### src/rtl/mul_op_sequencer_pkg.sv
`default_nettype none
// ============================================================================
// Module   : mul_op_sequencer_pkg
// Brief    : Shared state encoding, default parameters and width helpers.
// Revision : 1.0
// ============================================================================
package mul_op_sequencer_pkg;

    typedef enum logic [1:0] {
        IDLE  = 2'd0,
        START = 2'd1,
        WAIT  = 2'd2,
        DONE  = 2'd3
    } state_t;

    localparam int C_DEF_WIDTH        = 32;
    localparam int C_DEF_DEPTH        = 4;
    localparam int C_DEF_START_CYCLES = 4;
    localparam int C_DEF_MAX_WAIT     = 1023;

    // One counter serves both the start pulse and the watchdog.
    function automatic int cnt_width(input int start_cycles, input int max_wait);
        int m;
        m = (start_cycles > max_wait) ? start_cycles : max_wait;
        return $clog2(m + 1);
    endfunction

endpackage
`default_nettype wire

### src/rtl/mul_op_sequencer_fifo.sv
`default_nettype none
// ============================================================================
// Module   : mul_op_fifo
// Brief    : Synchronous operand FIFO holding {mcand, mplier} pairs.
// Revision : 1.0
// ============================================================================
module mul_op_fifo
    import mul_op_sequencer_pkg::*;
#(
    parameter int DATA_W = 2 * C_DEF_WIDTH,
    parameter int DEPTH  = C_DEF_DEPTH,
    localparam int PTR_W = $clog2(DEPTH),
    localparam int CNT_W = PTR_W + 1
) (
    input  logic              clk,
    input  logic              reset,
    input  logic              push_i,
    input  logic [DATA_W-1:0] push_data_i,
    input  logic              pop_i,
    output logic [DATA_W-1:0] head_o,
    output logic              full_o,
    output logic              empty_o,
    output logic [CNT_W-1:0]  count_o
);

    logic [DATA_W-1:0] mem_q [DEPTH];
    logic [PTR_W-1:0]  wr_ptr_q;
    logic [PTR_W-1:0]  rd_ptr_q;
    logic [CNT_W-1:0]  count_q;
    logic              w_push;
    logic              w_pop;

    assign w_push  = push_i && !full_o;
    assign w_pop   = pop_i && !empty_o;
    assign full_o  = (count_q == CNT_W'(DEPTH));
    assign empty_o = (count_q == '0);
    assign count_o = count_q;
    assign head_o  = mem_q[rd_ptr_q];

    // Pointers wrap naturally because DEPTH is a power of two.
    always_ff @(posedge clk) begin
        if (reset) begin
            wr_ptr_q <= '0;
            rd_ptr_q <= '0;
            count_q  <= '0;
        end else begin
            if (w_push) begin
                wr_ptr_q <= wr_ptr_q + PTR_W'(1);
            end
            if (w_pop) begin
                rd_ptr_q <= rd_ptr_q + PTR_W'(1);
            end
            if (w_push && !w_pop) begin
                count_q <= count_q + CNT_W'(1);
            end else if (w_pop && !w_push) begin
                count_q <= count_q - CNT_W'(1);
            end
        end
    end

    always_ff @(posedge clk) begin
        if (w_push) begin
            mem_q[wr_ptr_q] <= push_data_i;
        end
    end

endmodule
`default_nettype wire

### src/rtl/mul_op_sequencer.sv
`default_nettype none
// ============================================================================
// Module   : mul_op_sequencer
// Brief    : Queues multiply requests and issues them one at a time to a
//            sequential multiply unit, returning results on a valid/ready port.
// Revision : 1.0
// ============================================================================
module mul_op_sequencer
    import mul_op_sequencer_pkg::*;
#(
    parameter int WIDTH        = C_DEF_WIDTH,
    parameter int DEPTH        = C_DEF_DEPTH,
    parameter int START_CYCLES = C_DEF_START_CYCLES,
    parameter int MAX_WAIT     = C_DEF_MAX_WAIT
) (
    input  logic               clk,
    input  logic               reset,
    input  logic               in_valid,
    output logic               in_ready,
    input  logic [WIDTH-1:0]   in_mcand,
    input  logic [WIDTH-1:0]   in_mplier,
    output logic [WIDTH-1:0]   mul_mcand,
    output logic [WIDTH-1:0]   mul_mplier,
    output logic               mul_start,
    input  logic [2*WIDTH-1:0] mul_product,
    input  logic               mul_finished,
    output logic               out_valid,
    input  logic               out_ready,
    output logic [2*WIDTH-1:0] out_product,
    output logic [WIDTH-1:0]   out_mcand,
    output logic [WIDTH-1:0]   out_mplier,
    output logic               busy,
    output logic               timeout_err
);

    localparam int C_CNT_W      = cnt_width(START_CYCLES, MAX_WAIT);
    localparam int C_FIFO_CNT_W = $clog2(DEPTH) + 1;

    state_t               state_q;
    logic [C_CNT_W-1:0]   cnt_q;
    logic                 finished_q;
    logic                 mul_start_q;
    logic [WIDTH-1:0]     mul_mcand_q;
    logic [WIDTH-1:0]     mul_mplier_q;
    logic                 out_valid_q;
    logic [2*WIDTH-1:0]   out_product_q;
    logic [WIDTH-1:0]     out_mcand_q;
    logic [WIDTH-1:0]     out_mplier_q;
    logic                 timeout_q;

    logic [2*WIDTH-1:0]   w_head;
    logic                 w_full;
    logic                 w_empty;
    logic [C_FIFO_CNT_W-1:0] w_count;
    logic                 w_push;
    logic                 w_pop;
    logic                 w_edge;

    assign w_push = in_valid && !w_full;
    assign w_pop  = (state_q == IDLE) && !w_empty;
    assign w_edge = mul_finished && !finished_q;

    mul_op_fifo #(
        .DATA_W (2 * WIDTH),
        .DEPTH  (DEPTH)
    ) u_fifo (
        .clk         (clk),
        .reset       (reset),
        .push_i      (w_push),
        .push_data_i ({in_mcand, in_mplier}),
        .pop_i       (w_pop),
        .head_o      (w_head),
        .full_o      (w_full),
        .empty_o     (w_empty),
        .count_o     (w_count)
    );

    always_ff @(posedge clk) begin
        if (reset) begin
            state_q       <= IDLE;
            cnt_q         <= '0;
            finished_q    <= 1'b0;
            mul_start_q   <= 1'b0;
            mul_mcand_q   <= '0;
            mul_mplier_q  <= '0;
            out_valid_q   <= 1'b0;
            out_product_q <= '0;
            out_mcand_q   <= '0;
            out_mplier_q  <= '0;
            timeout_q     <= 1'b0;
        end else begin
            finished_q <= mul_finished;
            case (state_q)
                IDLE: begin
                    if (!w_empty) begin
                        mul_mcand_q  <= w_head[2*WIDTH-1:WIDTH];
                        mul_mplier_q <= w_head[WIDTH-1:0];
                        mul_start_q  <= 1'b1;
                        cnt_q        <= C_CNT_W'(START_CYCLES - 1);
                        state_q      <= START;
                    end
                end
                START: begin
                    if (cnt_q == '0) begin
                        mul_start_q <= 1'b0;
                        state_q     <= WAIT;
                    end else begin
                        cnt_q <= cnt_q - C_CNT_W'(1);
                    end
                end
                WAIT: begin
                    // A finishing edge beats a watchdog expiry in the same cycle.
                    if (w_edge) begin
                        out_product_q <= mul_product;
                        out_mcand_q   <= mul_mcand_q;
                        out_mplier_q  <= mul_mplier_q;
                        out_valid_q   <= 1'b1;
                        state_q       <= DONE;
                    end else if (cnt_q == C_CNT_W'(MAX_WAIT - 1)) begin
                        timeout_q <= 1'b1;
                        state_q   <= IDLE;
                    end else begin
                        cnt_q <= cnt_q + C_CNT_W'(1);
                    end
                end
                DONE: begin
                    if (out_ready) begin
                        out_valid_q <= 1'b0;
                        state_q     <= IDLE;
                    end
                end
                default: state_q <= IDLE;
            endcase
        end
    end

    assign in_ready    = !w_full;
    assign busy        = (state_q != IDLE) || (w_count != '0);
    assign mul_start   = mul_start_q;
    assign mul_mcand   = mul_mcand_q;
    assign mul_mplier  = mul_mplier_q;
    assign out_valid   = out_valid_q;
    assign out_product = out_product_q;
    assign out_mcand   = out_mcand_q;
    assign out_mplier  = out_mplier_q;
    assign timeout_err = timeout_q;

endmodule
`default_nettype wire

### config.mk
export PLATFORM = sky130hd
export DESIGN_NAME = mul_op_sequencer
export DESIGN_NICKNAME = d
export VERILOG_FILES = /design/src/rtl/mul_op_sequencer_pkg.sv /design/src/rtl/mul_op_sequencer_fifo.sv /design/src/rtl/mul_op_sequencer.sv
export SDC_FILE = /design/constraint.sdc
export NUM_CORES = 1
export LEC_CHECK = 0
export ABC_AREA = 1
export CAP_MARGIN = 20
export CORE_ASPECT_RATIO = 2
export CORE_MARGIN = 10
export CORE_UTILIZATION = 45
export DETAILED_ROUTE_END_ITERATION = 8
export PLACE_DENSITY = 0.8
export SKIP_CTS_REPAIR_TIMING = 1
export SYNTH_ARGS = -nofsm -noshare
export SYNTH_HDL_FRONTEND = slang
export SYNTH_SLANG_ARGS = --single-unit
### constraint.sdc
create_clock -name clk -period 3.5 [get_ports clk]
set_input_delay 0.35 -clock clk [delete_from_list [all_inputs] [get_ports clk]]
set_output_delay 0.35 -clock clk [all_outputs]
set_load 0.01 [all_outputs]
==> flow_summary.json <==
{
  "n_fill_cell": 3118,
  "routabilityCongestion": 0.797,
  "status": "finished, final reports clean",
  "syn_nets": 1861,
  "dp_hpwl_um": 31300,
  "ys_seq_area_frac": 0.675,
  "synth_commonest_cells": "o21ai_0 (332), nor2_1 (293), edfxtp_1 (256)",
  "synthMuxAreaShare": 0,
  "rr_worst_depth": 7,
  "synth.most_common_cell": "o21ai_0",
  "drc_errors": 0,
  "grt_usage": 0.187,
  "drt_wl_total_um": 47000,
  "rsz0062_at_grt": "no",
  "end_kind": "register",
  "synthDistinctLibCells": 31,
  "fin_nets": 2154,
  "routedWlPerCell_um": 18.4,
  "rows": 102,
  "synth_warnings": 0,
  "fin_skew_ns": 0.0266,
  "area_growth_pct": 29.3,
  "io_buffers": 329,
  "finalSetupViolCount": 0,
  "drt_iter0_markers": 810,
  "cts-root-buf": "clkbuf_16",
  "cts_made_buffers": 41,
  "design_area_sq_mm": 0.0230,
  "clock-sinks": 471,
  "utilization": 0.590,
  "grt_pass1_wl_um": 72800,
  "cp.arrival_ns": 3.23,
  "period_share": 0.785,
  "grt_pass1_vias": 13300,
  "die_area_sq_mm": 0.0483,
  "path_class": "register to register",
  "start_util": 0.456,
  "async_reset_ff_frac": 0,
  "cp_max_fo": 203,
  "cts_htree_levels": 2,
  "p_leak_nw": 8.02,
  "p_total_mw": 17.3,
  "yosys.area.top_type": "edfxtp_1",
  "cp.required_ns": 3.98,
  "synth_edf_count": 256,
  "synthXorXnorAreaFrac": 0.00246,
  "yosys.area.top_type_share": 0.433,
  "synth_area_leaders": "edfxtp_1 (43%), dfxtp_1 (24%), o21ai_0 (9.4%), nor2_1 (6.2%), a21oi_1 (4.2%)",
  "drtPass1Iterations": 5,
  "grt_max_degree": 204,
  "place_area_sq_mm": 0.0216,
  "dr_total_vias": 13300,
  "drv_cap": 0,
  "coreArea_sq_mm": 0.0389,
  "ant_nets": 0,
  "min_path_type": "input pin to register",
  "netlist_area_sq_mm": 0.0178,
  "io_pins": 330,
  "path_clk_slew_ns": 0.06,
  "synth_ff_type": "edfxtp_1",
  "cts_buffer_depth": 3,
  "synth-compound-area-share": 0.160,
  "worst_pin_slew_ns": 0.927,
  "grt_overflow": 0,
  "viasPerCell": 5.19,
  "drive_above_1_share": 0.0551,
  "max_freq_ghz": 0.364,
  "dieWidth_um": 161,
  "avgSynthCellArea_sq_um": 10.4,
  "hold_viol": 0,
  "irDropWorstVdd_mv": 0.476,
  "clkLatencyLatePin_ns": 0.56,
  "die_h_um": 301,
  "placed_cells": 2477,
  "finalCriticalPeriod_ns": 2.75,
  "max_slew_margin": 0.382,
  "startpoint_type": "register",
  "synth-seq-cells": 471,
  "synth-simple-area-share": 0.0845,
  "synth_top_family_by_area": "compound AO/OA/AOI/OAI gates",
  "whs_ns": 0.423,
  "power_density_mw_per_mm2": 754,
  "cts_tree": "built",
  "whs_path_depth": 1,
  "antenna_found_initial": 10,
  "synth_fa_ha_area_frac": 0.0156,
  "syn_inst": 1707,
  "instances_no_fill": 2559,
  "slew_violations": 0
}
==> final cells by class <==
class,count,area [sq um],area share
diodes,6,15.0,0.000653
flip-flops and latches,471,12000,0.522
multi-input cells,959,4700,0.204
well taps,520,651,0.0283
inverters,168,637,0.0277
repair buffers,359,3640,0.159
clock inverters,21,174,0.00757
clock buffers,55,1160,0.0505
==> cells by family (layout without fill, tap and decap cells) <==
kind of cell	count (synthesis)	in the layout
xor gates and xnor gates	5	5
DFF	471	471
other	0	6
AOI/OAI and AO/OA	551	551
and+or+nand+nor	382	382
buffers and inverters	277	603
adders and majority gates	21	21
==> cells in the final DEF, fill, tap and decap left out, types with 12 or more instances in the layout <==
cell,count
buf_4,20
clkinv_2,12
clkbuf_16,43
ha_1,19
inv_1,163
nor2_1,289
nand2_1,68
dfxtp_1,213
edfxtp_1,256
a31oi_1,64
a21oi_1,150
o21ai_0,332
clkdlybuf4s50_1,329
==> through the flow <==
step	setup TNS [ns]	setup WS, ns
finish	0	0.753
floorplan	-108.02	-0.422
detailed placement	0	0.977
global placement	0	1.06
CTS	0	0.914
global route	0	0.538
==> worst paths after layout <==
kind                                                       to                       start  slack [ns]
worst min-delay path            u_fifo.mem_q[0][41]$_DFFE_PP_                 in_mcand[9]        0.42
worst max-delay path               out_mcand[10]$_SDFFE_PP0P_     state_q[0]$_SDFFE_PP0P_        0.75
worst max register to register     out_mcand[10]$_SDFFE_PP0P_     state_q[0]$_SDFFE_PP0P_        0.75
worst min register to register     out_mplier[7]$_SDFFE_PP0P_  out_mplier[7]$_SDFFE_PP0P_        0.44
==> worst max-delay path, stage by stage (launching register included) <==
cell     delay (ns)
dfxtp_1        0.42
inv_1          0.11
ha_1           0.34
nand3_4        0.38
buf_12         0.44
buf_4          0.36
o21ai_0        0.12
a21oi_1        0.18
==> registers in the layout, summed over array words and instances (netlist names) <==
signal / count
u_fifo.mem_q: 256
out_product: 64
mul_mcand: 32
mul_mplier: 32
out_mcand: 32
out_mplier: 32
cnt_q: 10
u_fifo.count_o: 3
state_q: 2
u_fifo.rd_ptr_q: 2
u_fifo.wr_ptr_q: 2
finished_q: 1
mul_start: 1
out_valid: 1
timeout_err: 1
==> power by group <==
group / switching (mW) / internal (mW) / total, mW
Sequential: 0.495 / 6.71 / 7.20
Clock: 2.01 / 2.50 / 4.51
Combinational: 3.41 / 2.20 / 5.61
==> layer usage <==
metal,GRT usage,part of all wire
met1,0.204,0.38
met4,0.0836,0.032
met3,0.0409,0.062
met5,0,0.0014
met2,0.338,0.53
Note: power is estimated with default switching activity, not from simulation.
==> variant 1: new RTL, same flow settings <==
The 4 states of `state_t` get a one-hot encoding in 4 bits.
--- a/src/rtl/mul_op_sequencer_pkg.sv
+++ b/src/rtl/mul_op_sequencer_pkg.sv
@@ -8,7 +8,7 @@
 
-    typedef enum logic [1:0] {
-        IDLE  = 2'd0,
-        START = 2'd1,
-        WAIT  = 2'd2,
-        DONE  = 2'd3
+    typedef enum logic [3:0] {
+        IDLE  = 4'b0001,
+        START = 4'b0010,
+        WAIT  = 4'b0100,
+        DONE  = 4'b1000
     } state_t;
Function: same outputs for any inputs over 4 cycles, from zero or initial values and one cycle with reset high; so few cycles prove little.
==> variant 1 against the unedited design <==
- via count rose by 5.8%
- largest power group unchanged
- worst setup slack improved by 0.052 ns
- combinational power fell by 24%
- cell count increased by 0.43%
- global-route usage increased by 1.3 points
- sequential cell count increased by 2
- area after synthesis rose by 0.94%
- power fell by 6.1%
- maximum frequency grew 1.9%
- design area rose by 0.24%
- clock skew is 0.0084 ns lower
- critical path depth is 1 higher
- wire length is 9.6% higher
==> variant 1: results (changes against the unedited design) <==
Detailed routing
  – Drt total wl: 51.5 mm (was 47.0 mm)
  – Pre-antenna DRT Iters: 6 (was 5)
  – Number of DRC violations after detailed-routing iteration 0: 1,022 (was 810)
  – Via Count: 14,053 (was 13,279)

STA
  – Worst-Margin Slew: 0.964 ns (was 0.927 ns)
  – Final hold slack: 0.275 ns (was 0.423 ns)
  – Tmin final: 2.69 ns (was 2.75 ns)
  – Fin Clk Skew: 0.0182 ns (was 0.0266 ns)

GRT
  – Largest net degree at the start of global routing: 130 (was 204)
  – M1 GR Usage: 0.214 (was 0.204)
  – First-pass GRT wire length: 77.9 mm (was 72.8 mm)
  – Met3 Track Usage GR: 0.0378 (was 0.0409)
  – Met2 Use GR: 0.361 (was 0.338)
  – Tot GR Track Use: 0.200 (was 0.187)

Synthesis
  – Synth cell types: 30 (was 31)
  – Sequential area share after synthesis: 0.671 (was 0.675)
  – Syn nets: 1,881 (was 1,861)
  – Ys async rst share: 0 (unchanged)
  – Top cells by count, synth: nor2_1 (294), edfxtp_1 (256), dfxtp_1 (217), nand2_1 (200), o21ai_0 (196) (was o21ai_0 (332), nor2_1 (293), edfxtp_1 (256), dfxtp_1 (215), inv_1 (165))
  – Area contributors post-synth: edfxtp_1 (43%), dfxtp_1 (24%), nor2_1 (6.2%), o21ai_0 (5.5%), a21oi_1 (4.2%) (was edfxtp_1 (43%), dfxtp_1 (24%), o21ai_0 (9.4%), nor2_1 (6.2%), a21oi_1 (4.2%))

Min path
  – Hold EP: out_mplier[9] (was u_fifo.mem_q[0][41])
  – Hold_sp: reset (was in_mcand[9])
  – Hold Path Stages: 2 (was 1)

Finish
  – # nets final: 2,149 (was 2,154)
  – Share of cells above drive strength 1: 0.0516 (was 0.0551)

Critical path
  – Crit path max fanout: 81 (was 203)
  – Max stage delay on crit path: 0.64 ns (was 0.44 ns)
  – FF-to-FF Start: state_q[2] (was state_q[0])
  – Worst R2R End: u_fifo.rd_ptr_q[1] (was out_mcand[10])
  – CP Data Arrival Time: 3.10 ns (was 3.23 ns)
  – Worst Reg-to-Reg Cells: 8 (was 7)
  – Slowest CP cell: buf_4 (was buf_12)

Placed design
  – Pre-CTS WS: 0.929 ns (was 0.977 ns)
  – Post-DP HPWL: 32.4 mm (was 31.3 mm)
  – Placed Area: 21,600 um^2 (about the same)
  – Final GP Congestion: 0.921 (was 0.797)

Run status
  – Status: completed (unchanged)

Pwr
  – Peak VDD IR: 0.000573 V (was 0.000476 V)
  – Static leakage: 7.83 nW (was 8.02 nW)
variant 1: worst max path at each step:
stage	start	endpoint	slack (ns)	cells past startpoint
6_report	state_q[2]	u_fifo.rd_ptr_q[1]	0.81	8
4_1_cts	state_q[2]	u_fifo.rd_ptr_q[1]	0.83	8
5_1_grt	state_q[2]	u_fifo.rd_ptr_q[1]	0.65	8
3_5_place_dp	state_q[2]	u_fifo.rd_ptr_q[1]	0.93	8
3_3_place_gp	in_valid	u_fifo.count_o[2]	0.96	10
2_1_floorplan	u_fifo.count_o[0]	u_fifo.mem_q[0][0]	-0.42	4
variant 1: area by class of cell:
type	instances	area (um^2)
repair buffers	347	3530
well taps	525	657
clock buffers	59	1220
fillers	3220	16400
inverters	42	159
multi-input cells	1096	5200
clock inverters	16	199
flip-flops and latches	473	12000
diodes	12	30.0
variant 1: cells by family after synthesis:
| group | count (synthesis) | synth area share |
|---|---|---|
| AND/OR/NAND/NOR | 656 | 0.152 |
| buffers and inverters | 164 | 0.0420 |
| XOR/XNOR | 4 | 0.00195 |
| flip-flops | 473 | 0.671 |
| AO/OA/AOI/OAI | 421 | 0.122 |
| adder cells (fa/ha/maj) | 15 | 0.0113 |
variant 1: metrics by stage:
step	setup TNS [ns]	util	std cells
2_1_floorplan	-108.03	-	1733
3_3_place_gp	0	0.547	2483
3_5_place_dp	0	0.547	2483
4_1_cts	0	0.583	2558
5_1_grt	0	0.584	2568
6_report	0	0.584	2570
variant 1: where the power goes:
group / switching (mW) / internal (mW)
sequential: 0.652 / 6.63
combinational: 2.59 / 1.66
clock: 1.99 / 2.74
variant 1: metal layers:
layer  vias up  share of wire
met2       593           0.52
li1       6562              -
met5         -              0
met1      6779           0.37
met4         0          0.046
met3       119          0.072
==> variant 2: new RTL, config.mk and constraints unchanged <==
Without the edit above. The package constant `C_DEF_WIDTH` goes from 32 to 40.
--- a/src/rtl/mul_op_sequencer_pkg.sv
+++ b/src/rtl/mul_op_sequencer_pkg.sv
@@ -15,3 +15,3 @@
 
-    localparam int C_DEF_WIDTH        = 32;
+    localparam int C_DEF_WIDTH        = 40;
     localparam int C_DEF_DEPTH        = 4;
Interface: changed (8 resized); port bits go from 330 to 410. The function was not compared with the original's and may differ.
==> variant 2 against the unedited design <==
- register-to-register slack gained 0.25 ns
- critical path type is now register to output pin
- design area increased by 22%
- worst setup slack improved by 0.12 ns
- cell count is 21% higher
- area after synthesis grew 23%
- sequential cell count increased by 112
- global-route usage up 0.99 points
- wire length is 28% higher
- via count rose by 21%
- power grew 23%
- die area increased by 20%
==> variant 2: results (changes against the unedited design) <==
STA
  – Final period utilization: 0.750 (was 0.785)
  – Slew margin rel.: 0.376 (was 0.382)

GRT
  – Tot GR Track Use: 0.197 (was 0.187)
  – First-pass GRT wire length: 90.2 mm (was 72.8 mm)
  – Antenna violations before repair: 7 (was 10)
  – Largest net degree at the start of global routing: 166 (was 204)

Critical path
  – Crit path max fanout: 5 (was 203)
  – Slowest CP cell: clkdlybuf4s50_1 (was buf_12)
  – CP Data Arrival Time: 2.28 ns (was 3.23 ns)

Pwr
  – Static leakage: 9.71 nW (was 8.02 nW)
  – Switching part of the total: 0.336 (was 0.341)
  – Peak VDD IR: 0.000610 V (was 0.000476 V)

Detailed routing
  – Met2 WL: 27.4 mm (was 24.8 mm)
  – Number of DRC violations after detailed-routing iteration 0: 1,186 (was 810)
  – Wire length on met3: 6.45 mm (was 2.91 mm)
  – DRT met1 WL: 24.4 mm (was 17.7 mm)
  – Via Count: 16,107 (was 13,279)
  – Drt total wl: 60.1 mm (was 47.0 mm)

Placed design
  – Pre-CTS WS: 1.05 ns (was 0.977 ns)
  – Port Buffers: 409 (was 329)
  – Final GP Congestion: 0.922 (was 0.797)
  – Post-DP HPWL: 39.0 mm (was 31.3 mm)

Run status
  – Status: completed (unchanged)

Synthesis
  – Compound-Gate Fraction of Synth Area: 0.161 (was 0.160)
  – Post-Synth XOR/XNOR Area: 0.00201 (was 0.00246)
  – Adder-cell share of the synthesized area: 0.0127 (was 0.0156)
  – Area contributors post-synth: edfxtp_1 (44%), dfxtp_1 (24%), o21ai_0 (9.5%), nor2_1 (6.2%), a21oi_1 (4.2%) (was edfxtp_1 (43%), dfxtp_1 (24%), o21ai_0 (9.4%), nor2_1 (6.2%), a21oi_1 (4.2%))
  – Syn nets: 2,254 (was 1,861)
  – Top cells by count, synth: o21ai_0 (414), nor2_1 (357), edfxtp_1 (320), dfxtp_1 (263), inv_1 (196) (was o21ai_0 (332), nor2_1 (293), edfxtp_1 (256), dfxtp_1 (215), inv_1 (165))

Finish
  – # nets final: 2,602 (was 2,154)
  – Max FFs per register: 320 (was 256)

Clock network
  – Worst-skew pair later-pin latency: 0.58 ns (was 0.56 ns)
  – CTS Buf Count: 50 (was 41)
[variant 2: kinds of logic after synthesis]
kind of cell             count (synthesis)
AO/OA/AOI/OAI                          679
AND/OR/NAND/NOR                        446
XOR/XNOR                                 5
buffers and inverters                  334
flip-flops                             583
adder cells (fa/ha/maj)                 21
[variant 2: power groups by stage]
stage                     Combinational (mW)  Sequential (mW)  Clock [mW]
after CTS                               6.68             8.95        5.81
after detailed placement                6.63             9.07           0
after floorplan                         3.83             9.16           0
after global routing                    7.39             9.05        6.06
after global placement                  6.45             9.04           0
final                                   6.62             8.95        5.67
[variant 2: final cells by class]
cell class / count / area [um^2]
fill: 3885 / 20000
sequential: 583 / 14900
multi-input combinational: 1151 / 5590
timing repair buffer: 430 / 4360
clock buffer: 72 / 1440
tap: 638 / 798
inverter: 200 / 762
clock inverter: 21 / 244
antenna: 1 / 2.50
[variant 2: layer usage]
| layer | vias to the layer above | global-route usage |
|---|---|---|
| met5 | - | 0 |
| met4 | 12 | 0.0677 |
| met3 | 93 | 0.0726 |
| met2 | 683 | 0.319 |
| met1 | 7559 | 0.237 |
| li1 | 7760 | - |
[variant 2: final timing paths]
path / from / cells past startpoint / end
max reg2reg: state_q[0] / 12 / cnt_q[7]
max: state_q[1] / 6 / busy
min reg2reg: out_mplier[14] / 2 / out_mplier[14]
min: mul_product[6] / 3 / out_product[6]
[variant 2: through the flow]
step | hold WS, ns | std cells | area [um^2]
after floorplan | 0.419 | 2068 | 21800
after global placement | 0.430 | 3002 | 26400
after detailed placement | 0.436 | 3002 | 26400
after CTS | 0.363 | 3095 | 28100
after global routing | 0.385 | 3095 | 28100
final | 0.397 | 3096 | 28100
[variant 2: worst reg2reg max path: cells and delay by family, from the launching register on]
kind / cells / cell delay [ns]
compound gates: 1 / 0.05
fa+ha+maj: 2 / 0.78
buf+inv: 2 / 0.38
flops: 1 / 0.37
simple gates: 7 / 0.75
